File: src/rtl/mc_ctrl.sv
// mc_ctrl - multi-cycle control sequencer for the CPU datapath.
//
// A Moore FSM walks each instruction through FETCH, DECODE, EXEC, MEM and
// write-back. It drives the datapath enables from the current state, the
// opcode and funct fields. It stalls on one shared instruction/data memory
// port using a req/ack handshake.
//
// Ports
//   clk, rst          rising-edge clock, asynchronous active-high reset
//   opcode, funct     IR[31:26] and IR[5:0]
//   zero              ALU zero flag, used in BRANCH
//   mem_ack           memory completes the pending access this cycle
//   mem_req, mem_we   memory request and write qualifier
//   iord              memory address select (0 = PC, 1 = ALUOut)
//   ir_we, pc_we      instruction register / PC load enables
//   pc_src            PC source (0 = ALU, 1 = ALUOut, 2 = jump target)
//   alu_src_a         ALU A select (0 = PC, 1 = rs)
//   alu_src_b         ALU B select (0 = rt, 1 = 4, 2 = imm, 3 = imm<<2)
//   alu_op            0 ADD, 1 SUB, 2 AND, 3 OR, 4 SLT
//   reg_we, reg_dst   reg-file write enable, destination (0 = rt, 1 = rd)
//   mem_to_reg        reg-file write source (0 = ALUOut, 1 = MDR)
//   state             current state code
//   halted            FSM is parked in HALT
//   instret           retired instruction count, wraps modulo 2^ICNT_W
module mc_ctrl #(
  parameter int ICNT_W = 32
) (
  input  logic              clk,
  input  logic              rst,
  input  logic [5:0]        opcode,
  input  logic [5:0]        funct,
  input  logic              zero,
  input  logic              mem_ack,
  output logic              mem_req,
  output logic              mem_we,
  output logic              iord,
  output logic              ir_we,
  output logic              pc_we,
  output logic [1:0]        pc_src,
  output logic              alu_src_a,
  output logic [1:0]        alu_src_b,
  output logic [2:0]        alu_op,
  output logic              reg_we,
  output logic              reg_dst,
  output logic              mem_to_reg,
  output logic [3:0]        state,
  output logic              halted,
  output logic [ICNT_W-1:0] instret
);

  typedef enum logic [3:0] {
    ST_FETCH    = 4'd0,
    ST_DECODE   = 4'd1,
    ST_EXEC_R   = 4'd2,
    ST_WB_R     = 4'd3,
    ST_EXEC_I   = 4'd4,
    ST_WB_I     = 4'd5,
    ST_MEM_ADDR = 4'd6,
    ST_MEM_RD   = 4'd7,
    ST_MEM_WB   = 4'd8,
    ST_MEM_WR   = 4'd9,
    ST_BRANCH   = 4'd10,
    ST_JUMP     = 4'd11,
    ST_HALT     = 4'd15
  } state_t;

  localparam logic [5:0] OP_RTYPE = 6'h00;
  localparam logic [5:0] OP_ADDI  = 6'h08;
  localparam logic [5:0] OP_LW    = 6'h23;
  localparam logic [5:0] OP_SW    = 6'h2B;
  localparam logic [5:0] OP_BEQ   = 6'h04;
  localparam logic [5:0] OP_J     = 6'h02;

  localparam logic [2:0] ALU_ADD = 3'd0;
  localparam logic [2:0] ALU_SUB = 3'd1;
  localparam logic [2:0] ALU_AND = 3'd2;
  localparam logic [2:0] ALU_OR  = 3'd3;
  localparam logic [2:0] ALU_SLT = 3'd4;

  // Maps an R-type funct to {legal, alu_op}; illegal codes give {0, ADD}.
  function automatic logic [3:0] decode_funct(input logic [5:0] f);
    logic [3:0] res;
    case (f)
      6'h20:   res = {1'b1, ALU_ADD};
      6'h22:   res = {1'b1, ALU_SUB};
      6'h24:   res = {1'b1, ALU_AND};
      6'h25:   res = {1'b1, ALU_OR};
      6'h2A:   res = {1'b1, ALU_SLT};
      default: res = {1'b0, ALU_ADD};
    endcase
    return res;
  endfunction

  state_t            state_r;
  state_t            next_state_s;
  logic [ICNT_W-1:0] instret_r;
  logic [3:0]        funct_dec_s;

  logic              mem_req_s;
  logic              ir_we_s;
  logic              pc_we_s;
  logic              reg_we_s;

  assign funct_dec_s = decode_funct(funct);

  // State register; reset parks the sequencer in FETCH.
  always_ff @(posedge clk or posedge rst) begin
    if (rst) begin
      state_r <= ST_FETCH;
    end else begin
      state_r <= next_state_s;
    end
  end

  // Retired-instruction counter: one count per return to FETCH. HALT never
  // returns to FETCH, so the count freezes there without extra logic.
  always_ff @(posedge clk or posedge rst) begin
    if (rst) begin
      instret_r <= '0;
    end else if ((state_r != ST_FETCH) && (next_state_s == ST_FETCH)) begin
      instret_r <= instret_r + ICNT_W'(1'b1);
    end else begin
      instret_r <= instret_r;
    end
  end

  // Next-state and Moore output decode, all outputs defaulted to 0 first.
  always_comb begin
    next_state_s = state_r;
    mem_req_s    = 1'b0;
    mem_we       = 1'b0;
    iord         = 1'b0;
    ir_we_s      = 1'b0;
    pc_we_s      = 1'b0;
    pc_src       = 2'd0;
    alu_src_a    = 1'b0;
    alu_src_b    = 2'd0;
    alu_op       = ALU_ADD;
    reg_we_s     = 1'b0;
    reg_dst      = 1'b0;
    mem_to_reg   = 1'b0;
    halted       = 1'b0;

    case (state_r)
      ST_FETCH: begin
        mem_req_s = 1'b1;
        alu_src_b = 2'd1;
        // IR and PC load only in the ack cycle (PC <= PC + 4).
        if (mem_ack) begin
          ir_we_s      = 1'b1;
          pc_we_s      = 1'b1;
          next_state_s = ST_DECODE;
        end else begin
          next_state_s = ST_FETCH;
        end
      end
      ST_DECODE: begin
        // Branch target precomputed into ALUOut while decoding.
        alu_src_b = 2'd3;
        case (opcode)
          OP_RTYPE:      next_state_s = ST_EXEC_R;
          OP_ADDI:       next_state_s = ST_EXEC_I;
          OP_LW, OP_SW:  next_state_s = ST_MEM_ADDR;
          OP_BEQ:        next_state_s = ST_BRANCH;
          OP_J:          next_state_s = ST_JUMP;
          default:       next_state_s = ST_HALT;
        endcase
      end
      ST_EXEC_R: begin
        alu_src_a = 1'b1;
        alu_src_b = 2'd0;
        alu_op    = funct_dec_s[2:0];
        // An unknown funct halts here, before any register write.
        if (funct_dec_s[3]) begin
          next_state_s = ST_WB_R;
        end else begin
          next_state_s = ST_HALT;
        end
      end
      ST_WB_R: begin
        reg_we_s     = 1'b1;
        reg_dst      = 1'b1;
        next_state_s = ST_FETCH;
      end
      ST_EXEC_I: begin
        alu_src_a    = 1'b1;
        alu_src_b    = 2'd2;
        next_state_s = ST_WB_I;
      end
      ST_WB_I: begin
        reg_we_s     = 1'b1;
        next_state_s = ST_FETCH;
      end
      ST_MEM_ADDR: begin
        alu_src_a = 1'b1;
        alu_src_b = 2'd2;
        if (opcode == OP_SW) begin
          next_state_s = ST_MEM_WR;
        end else begin
          next_state_s = ST_MEM_RD;
        end
      end
      ST_MEM_RD: begin
        mem_req_s = 1'b1;
        iord      = 1'b1;
        if (mem_ack) begin
          next_state_s = ST_MEM_WB;
        end else begin
          next_state_s = ST_MEM_RD;
        end
      end
      ST_MEM_WB: begin
        reg_we_s     = 1'b1;
        mem_to_reg   = 1'b1;
        next_state_s = ST_FETCH;
      end
      ST_MEM_WR: begin
        mem_req_s = 1'b1;
        mem_we    = 1'b1;
        iord      = 1'b1;
        if (mem_ack) begin
          next_state_s = ST_FETCH;
        end else begin
          next_state_s = ST_MEM_WR;
        end
      end
      ST_BRANCH: begin
        alu_src_a    = 1'b1;
        alu_src_b    = 2'd0;
        alu_op       = ALU_SUB;
        pc_src       = 2'd1;
        pc_we_s      = zero;
        next_state_s = ST_FETCH;
      end
      ST_JUMP: begin
        pc_src       = 2'd2;
        pc_we_s      = 1'b1;
        next_state_s = ST_FETCH;
      end
      ST_HALT: begin
        halted       = 1'b1;
        next_state_s = ST_HALT;
      end
      default: begin
        // Unreachable codes 12-14 are treated as HALT.
        halted       = 1'b1;
        next_state_s = ST_HALT;
      end
    endcase
  end

  // Reset kills the request and every write enable in the same time step,
  // so an access aborted mid-wait cannot commit anything.
  assign mem_req = mem_req_s & ~rst;
  assign ir_we   = ir_we_s   & ~rst;
  assign pc_we   = pc_we_s   & ~rst;
  assign reg_we  = reg_we_s  & ~rst;
  assign state   = state_r;
  assign instret = instret_r;

endmodule

File: config.mk
export PLATFORM = sky130hd
export DESIGN_NAME = mc_ctrl
export DESIGN_NICKNAME = d
export VERILOG_FILES = /design/src/rtl/mc_ctrl.sv
export SDC_FILE = /design/constraint.sdc
export NUM_CORES = 1
export LEC_CHECK = 0
export BUFFER_PORTS_ARGS = -buffer_cell sky130_fd_sc_hd__buf_2
export CAP_MARGIN = 5
export CORE_ASPECT_RATIO = 0.75
export CORE_MARGIN = 8
export CORE_UTILIZATION = 54
export DETAILED_ROUTE_END_ITERATION = 6
export PLACE_DENSITY = 0.91
export RECOVER_POWER = 25
export SYNTH_ARGS = -nofsm -noshare
export SYNTH_HDL_FRONTEND = slang
export SYNTH_SLANG_ARGS = --single-unit
File: constraint.sdc
create_clock -name clk -period 3.6 [get_ports clk]
set_input_delay 0.18 -clock clk [delete_from_list [all_inputs] [get_ports clk]]
set_output_delay 0.18 -clock clk [all_outputs]
set_load 0.005 [all_outputs]
==> impl_results.md <==
* Status: complete, but fails checks
* Failing checks: capacitance limit, slew limit
* Unique masters post-synth at 41
* Total grt overflow at 0
* Core Footprint at 3680 um^2
* Vias per cell at 5.66
* Leak at 1.29 nW
* Clk sink count at 36
* Critical path required time at 3.77 ns
* Hold Buf Count CTS at 0
* Most frequent cells in the layout: buf_2 (67), dfrtp_1 (36), xnor2_1 (22)
* Layout cells sized above 1 at 28.4%
* Largest net degree at the start of global routing at 37
* Critical-path top delay cell: and2_1
* Synth Net Count at 241
* Die area at 6160 um^2
* Post-Syn Area at 2100 um^2
* Most common cell after layout, fill and taps aside: buf_2
* Ant diodes at 0
* Vias in the first global route at 1843
* Worst setup EP type: flip-flop
* Placer congestion estimate at 0.848
* Total Routing Usage GR at 18.2%
* Hpwl dp at 4100 um
* RSZ-0062 raised after global routing: no
* Initial DRC Count at 134
* Peak supply drop at 0.000191 V
* Hold violation count in the final report at 0
* PortBufs at 68
* Syn Inst Count at 224
* Initial antenna violation count at 0
* Power per Cell Area at 284 nW/um^2
* Total placed cells including tap cells at 336
* Layout Skew at 0.00376 ns
* First-pass GRT wire length at 9040 um
* Drt wl/cell at 15.6 um
* Max-cap viol count at 1
* Clk_lat worst skew at 0.29 ns
* Rows at 19
* Max Fclk at 350 MHz
* # H-tree levels at 2
* Die height at 70 um
* TritonCTS Buffers at 5
* Register area share after synthesis at 42.9%
* Routed Antenna Nets at 0
* Slew @ Worst Pin at 1.88 ns
* Synthesis-stage register bit count at 36
* Crit-path max cell delay at 0.70 ns
* CTS root buf: clkbuf_8
* Mean Syn Cell Area at 9.37 um^2
* CTS Buffer Depth at 2
* Area Growth Syn to Fin at 21.8%
* Relative slew slack at -25.4%
* Min-delay worst type: input port to flip-flop
* Initial core utilization at 57.0%
* Final setup violation count at 0
* # IOs at 69
* Final critical-path share of the clock period at 79.4%
* Final nets at 308
* CTS tree: built
* Via count at 1946
* CTS resizes at 0
* Die Wd at 88 um
* Ys Warns at 0
* Sum Neg Setup Slack at 0 ns
* # DRC at 0
* Period minus WS final at 2.86 ns
* Post-Layout Cell Count at 344
* DRT Wirelength at 5380 um
* Pins over their slew limit at 37
* Cells along the critical path: nor2b_1, a32o_1, o21ai_0, a211oi_1, and2_1, nand2_1, mux2_2
* CTS clk-pin slew, worst paths at 0.07 ns
* CP arrival at 3.03 ns
* Setup bufs post-CTS at 0
* Total iterations of the first detailed-routing run at 4
* Critical path fanouts, max at 23
* Startpoint types: flip-flop
* Setup CP Type: flip-flop to flip-flop
-- Yosys cell counts, drive strengths merged --
master  number  area share [%]
nor3         8             1.9
a32oi        2            0.83
a32o         1            0.48
nor4         8             2.4
nand3b       4             1.4
clkbuf       4            0.71
a41o         1            0.48
and2         6             1.8
o211ai       1            0.36
buf          5             1.3
nand4       14             4.2
nor2b        4             1.2
o41a         1            0.54
nand3       13             3.1
inv          8             1.4
a22oi        1            0.36
nand2b       5             1.5
nand2       20             3.7
nor2        14             2.5
or4          1            0.54
a211oi       2            0.71
o211a        1            0.48
and4         2             1.1
xnor2       22             9.2
dfrtp       36              43
o21ai        5             1.2
a21oi        3            0.71
a31oi        1            0.30
and3        12             4.3
xor2        11             4.6
mux2         2             1.1
ha           1            0.60
nor3b        1            0.36
nor4b        2             1.1
o21a         1            0.36
o31a         1            0.42
-- routing by layer --
layer  vias to the layer above  global-route usage (%)  share of wire [%]
met3                         5                    4.44                7.4
met4                         0                    6.08               0.93
met5                         -                       0                  0
met1                       940                    24.1                 45
li1                        939                       -                  -
met2                        62                    28.1                 47
-- critical path, delay by kind of cell, from the launching register on --
kind             cells  cell delay [ns]
AND/OR/NAND/NOR      3             1.09
multiplexers         1             0.31
flip-flops           1             0.60
AO/OA/AOI/OAI        3             0.74
-- flip-flops by register name, summed over array words and instances, names as in the netlist --
signal / count
instret: 32
state: 4
-- power by group --
part | internal, mW | total (mW) | switching [mW]
combinational | 0.0109 | 0.0305 | 0.0197
clock | 0.156 | 0.291 | 0.135
sequential | 0.404 | 0.404 | 0
-- worst paths after layout --
path                                  start          end  slack, ns  cells past startpoint
worst max register to register     state[0]   instret[1]       0.74                      7
worst max-delay path               state[0]   instret[1]       0.74                      7
max in group asynchronous               rst   instret[3]       1.89                      3
worst min-delay path              opcode[2]     state[0]       0.27                      5
worst min register to register  instret[31]  instret[31]       0.48                      1
min in group asynchronous               rst   instret[0]       0.62                      3
-- final cells by class --
type,count,area (um^2)
timing repair buffer,69,343
sequential,36,901
inverter,8,30.0
fill,278,1130
tap,52,65.1
multi-input combinational,171,1130
clock buffer,8,90.1
-- cell families (layout without fill, tap and decap cells) --
group	after synthesis	count (layout)	share of synthesized area [%]
fa+ha+maj	1	1	0.596
xor+xnor	33	33	13.8
buf+inv	17	85	3.40
simple gates	114	114	31.0
compound gates	21	21	7.21
flops	36	36	42.9
mux	2	2	1.07
-- through the flow --
stage          hold WS, ns  instance area (um^2)  utilization, %  power [mW]  setup slack (ns)
6_report             0.271                  2560            69.4       0.726             0.740
5_1_grt              0.294                  2560            69.4       0.758             0.518
4_1_cts             0.0598                  2560            69.5       0.733             0.780
3_5_place_dp         0.370                  2470            67.1       0.443             0.793
3_3_place_gp         0.366                  2470            67.1       0.442             0.894
2_1_floorplan        0.356                  2100               -       0.426              1.41
No activity file was read; power rests on OpenSTA's default activity.
